--- config.mk ---
export PLATFORM = sky130hd
export DESIGN_NAME = run_detector
export DESIGN_NICKNAME = d
export VERILOG_FILES = /design/src/rtl/run_det_pkg.sv /design/src/rtl/run_detector_ch.sv /design/src/rtl/run_detector.sv
export SDC_FILE = /design/constraint.sdc
export NUM_CORES = 1
export LEC_CHECK = 0
export ABC_AREA = 1
export BUFFER_PORTS_ARGS = -buffer_cell sky130_fd_sc_hd__buf_4
export CAP_MARGIN = 10
export CORE_AREA = 2 2 39 41
export CTS_CLUSTER_DIAMETER = 30
export DETAILED_ROUTE_END_ITERATION = 12
export DIE_AREA = 0 0 41 43
export PLACE_DENSITY = 0.7
export SLEW_MARGIN = 20
export SYNTH_ARGS = -nofsm -noshare
export SYNTH_HDL_FRONTEND = slang
export SYNTH_SLANG_ARGS = --single-unit
export TNS_END_PERCENT = 100
--- constraint.sdc ---
create_clock -name clk -period 3.5 [get_ports clk]
set_input_delay 0.525 -clock clk [delete_from_list [all_inputs] [get_ports clk]]
set_output_delay 0.525 -clock clk [all_outputs]
set_load 0.1 [all_outputs]
--- src/rtl/run_det_pkg.sv ---
// run_det_pkg: shared run-state and mode encodings for the run detector.
package run_det_pkg;
  typedef enum logic [1:0] {IDLE = 2'd0, RUN0 = 2'd1, RUN1 = 2'd2} st_t;
  localparam logic [1:0] MODE_BOTH = 2'd0;
  localparam logic [1:0] MODE_ZERO = 2'd1;
  localparam logic [1:0] MODE_ONE  = 2'd2;
  localparam logic [1:0] MODE_OFF  = 2'd3;
endpackage

--- src/rtl/run_detector_ch.sv ---
// run_detector_ch: single-channel run FSM, saturating run counter, z/z_rise and event counter.
// Event counter is built only when RUN_DET_EVT_CNT_EN is defined.
module run_detector_ch
  import run_det_pkg::*;
#(
  parameter int MAX_RUN = 8,
  parameter int CNT_W   = 4,
  parameter int EVT_W   = 8
) (
  input  logic             clk,
  input  logic             reset,
  input  logic             in_valid,
  input  logic             in_bit,
  input  logic [CNT_W-1:0] teff,
  input  logic [1:0]       mode,
  output logic             z,
  output logic             z_rise,
  output logic [CNT_W-1:0] run_len,
  output logic [EVT_W-1:0] evt_cnt
);
  localparam logic [CNT_W-1:0] MAX_C = CNT_W'(MAX_RUN);
  st_t st, st_nx;
  logic [CNT_W-1:0] cnt, cnt_nx;
  logic z_q;
  always_ff @(posedge clk) begin
    if (reset) begin
      st  <= IDLE;
      cnt <= '0;
      z_q <= 1'b0;
    end else begin
      st  <= st_nx;
      cnt <= cnt_nx;
      z_q <= z;
    end
  end
  always_comb begin
    st_nx  = st;
    cnt_nx = cnt;
    if (in_valid) begin
      st_nx  = in_bit ? RUN1 : RUN0;
      cnt_nx = (st == st_nx) ? ((cnt == MAX_C) ? cnt : cnt + 1'b1) : CNT_W'(1);
    end
  end
  assign z = ((st == RUN0 && (mode == MODE_BOTH || mode == MODE_ZERO)) ||
              (st == RUN1 && (mode == MODE_BOTH || mode == MODE_ONE))) && (cnt >= teff);
  assign z_rise  = z & ~z_q;
  assign run_len = cnt;
`ifdef RUN_DET_EVT_CNT_EN
  logic [EVT_W-1:0] evt;
  always_ff @(posedge clk) begin
    if (reset) evt <= '0;
    else if (z_rise && evt != '1) evt <= evt + 1'b1;
  end
  assign evt_cnt = evt;
`else
  assign evt_cnt = '0;
`endif
endmodule

--- src/rtl/run_detector.sv ---
// run_detector: CH independent run-length detectors sharing one clamped threshold and mode.
// Optional per-channel event counters enabled by RUN_DET_EVT_CNT_EN.
module run_detector
  import run_det_pkg::*;
#(
  parameter int CH      = 1,
  parameter int MAX_RUN = 8,
  parameter int CNT_W   = $clog2(MAX_RUN + 1),
  parameter int EVT_W   = 8
) (
  input  logic                clk,
  input  logic                reset,
  input  logic                in_valid,
  input  logic [CH-1:0]       in_bit,
  input  logic [CNT_W-1:0]    thresh,
  input  logic [1:0]          mode,
  output logic [CH-1:0]       z,
  output logic [CH-1:0]       z_rise,
  output logic [CH*CNT_W-1:0] run_len,
  output logic [CH*EVT_W-1:0] evt_cnt
);
  localparam logic [CNT_W-1:0] MAX_C = CNT_W'(MAX_RUN);
  logic [CNT_W-1:0] teff;
  assign teff = (thresh == '0) ? CNT_W'(1) : (thresh > MAX_C) ? MAX_C : thresh;
  genvar i;
  for (i = 0; i < CH; i++) begin : g_ch
    run_detector_ch #(.MAX_RUN(MAX_RUN), .CNT_W(CNT_W), .EVT_W(EVT_W)) u_ch (
      .clk(clk),
      .reset(reset),
      .in_valid(in_valid),
      .in_bit(in_bit[i]),
      .teff(teff),
      .mode(mode),
      .z(z[i]),
      .z_rise(z_rise[i]),
      .run_len(run_len[i*CNT_W +: CNT_W]),
      .evt_cnt(evt_cnt[i*EVT_W +: EVT_W])
    );
  end
endmodule

==> results.md <==
* Status: finished clean
* Remaining antenna violation count at 0
* Initial DRC count at 6
* Seq cells post-synth at 7
* Ports at 24
* Layout cells sized above 1 at 0.2941
* Row count at 14
* Startpoint types: primary input
* MaxCap Viol Count at 0
* Worst Clk Skew at 0.08524 ps
* Main combinational cell family by area after synthesis: simple AND/OR/NAND/NOR gates
* GRT Total Usage at 0.1413
* CP cell instances: buf_4 -> nor3_1 -> o21ai_0 -> inv_1 -> ha_1 -> inv_1 -> nand2_1 -> a21oi_1 -> o21ai_1 -> nand2_1 -> inv_1 -> buf_4
* Largest net degree at the start of global routing at 9
* Clock slew at reported path FFs at 50 ps
* Crit Path Class: in -> out
* Post-CTS Hold Buffers at 0
* Worst-path fanout max at 3
* Final Hold Violating Endpoints at 0
* Height of the die at 43 um
* First-pass GRT wire length at 1628 um
* Leakage at 0.3809 nW
* CTS buffer count at 3
* Fmax at 0.4091 GHz
* Cell variety after synth at 19
* Final wirelength at 1012 um
* Final Critical Period at 2444 ps
* Worst-Skew Late Latency at 240 ps
* Number of nets in the layout at 119
* Chip width at 41 um
* Area growth syn-to-layout at 20.60%
* Most used cell, CP: inv_1
* Vias at 542
* Crit path capture type: output port
* Antenna violations before repair at 0
* Total iterations of the first detailed-routing run at 4
* Sequential share of the synthesized area at 0.2403
* Mapped Cells at 85
* Synth Area in XOR/XNOR at 0
* I/O Buffers at 15
* Final Cycle Share at 0.6984
* Number of diodes at 0
* Total gr overflow at 0
* Final setup viols at 0
* Post-synthesis compound-gate area fraction at 0.1223
* VDD IR max at 266.9 uV
* Adder-cell area share of the yosys netlist at 0.1288
* Crit-path slowest cell: buf_4
* Hold crit path type: in -> reg
* DR vias/cell at 4.593
* Post-CTS sizing at 0
* Largest stage delay, worst path at 220 ps
* Fin worst setup slack at 1056 ps
* Initial core utilization at 0.4213
* CP delay by family, top: buffers and inverters
* Post-CTS Setup Bufs at 0
* WP data arrival at 1920 ps
* CORE AREA at 1384 um^2
* Clock Sinks at 7
* Most frequent cells in the layout: nand2_1, buf_4, inv_1
* Root Driver: clkbuf_4
* CTS tree: yes
* CTS max path bufs at 2
* RSZ-0062 raised after global routing: false
* Worst Path Buf+Inv at 5
* Pwr Density at 377.7 nW/um^2
* Synth warn at 0
* Mux contribution to synthesized area at 0
* Synth Area in Simple Gates at 0.2961
* CTS H-tree depth at 1
* Dpl ws at 1058 ps
* Post-Syn Area at 583.1 um^2
* Die Area at 1763 um^2
* TNS Setup at 0 ps
* DP HPWL at 831.2 um
* DRC errors left at 0
* GPL Wtd Cong at 0.8062
* CP required at 2970 ps
* Avg WL per Cell at 8.576 um
* Vias in the first global route at 401
* Max-slew violations at 0
* Avg Cell Area, Syn at 6.860 um^2
## cell families after synthesis
| kind of cell | after synthesis |
|---|---|
| and+or+nand+nor | 34 |
| DFF | 7 |
| other | 1 |
| buffers and inverters | 23 |
| adders and majority gates | 6 |
| AOI/OAI and AO/OA | 14 |
## metrics by stage
stage,utilization,power (W),cells,hold WS (ps),cell area (um^2)
finish,0.5081,0.0002656,118,463.8,703.2
floorplan,-,0.0001856,92,470.2,611.8
CTS,0.5081,0.0002713,118,448.5,703.2
global route,0.5081,0.0002865,118,441.5,703.2
detailed placement,0.4892,0.0001973,114,489.2,676.9
global placement,0.4892,0.0001960,114,490.8,676.9
## synthesized netlist by cell type
| library cell | n | area share |
|---|---|---|
| nand3_1 | 2 | 0.017 |
| nand2_1 | 15 | 0.097 |
| nor2_2 | 1 | 0.011 |
| o21ai_0 | 3 | 0.026 |
| buf_4 | 9 | 0.12 |
| a21oi_1 | 9 | 0.077 |
| nor2_1 | 6 | 0.039 |
| conb_1 | 1 | 0.0064 |
| o21ai_1 | 1 | 0.0086 |
| ha_1 | 6 | 0.13 |
| dfxtp_1 | 7 | 0.24 |
| nor3_1 | 1 | 0.0086 |
| inv_1 | 10 | 0.064 |
| nand2_2 | 2 | 0.021 |
| nand2_4 | 1 | 0.019 |
| nand3_2 | 3 | 0.052 |
| inv_2 | 4 | 0.026 |
| o22ai_1 | 1 | 0.011 |
| nand4_1 | 3 | 0.032 |
## report_power, final
group	internal, W	switching [W]	total, W
combinational	0.0000227	0.0000831	0.000106
sequential	0.0000840	0.00000562	0.0000896
clock	0.0000433	0.0000269	0.0000702
total	0.000150	0.000116	0.000266
## layer usage
metal,part of all wire,global-route usage
met1,0.46,0.1699
met2,0.45,0.1906
met3,0.067,0.06283
met4,0.017,0.1000
met5,0,0
## final cells by class
class                           count  area [um^2]
Multi-Input combinational cell     62        351.6
Tap cell                           16        20.02
Timing Repair Buffer               15        112.6
Sequential cell                     7        140.1
Fill cell                         151        680.7
Clock buffer                        4        26.28
Inverter                           14        52.55
## flip-flops by register name, indices dropped and copies added, names as in the netlist
signal and flops:
g_ch.u_ch.z_q 1, g_ch.u_ch.run_len 4, g_ch.u_ch.st 2
## final timing paths
kind	startpoint	end	slack [ps]	cells past startpoint
setup / recovery	thresh[0]	z	1060	12
setup reg to reg	g_ch[0].u_ch.run_len[0]$_SDFFE_PP0P_	g_ch[0].u_ch.z_q$_SDFF_PP0_	2090	8
hold / removal	reset	g_ch[0].u_ch.st[1]$_SDFFE_PP0P_	460	2
hold reg to reg	g_ch[0].u_ch.st[1]$_SDFFE_PP0P_	g_ch[0].u_ch.st[1]$_SDFFE_PP0P_	500	2
Power figures use the tool's default switching activity.
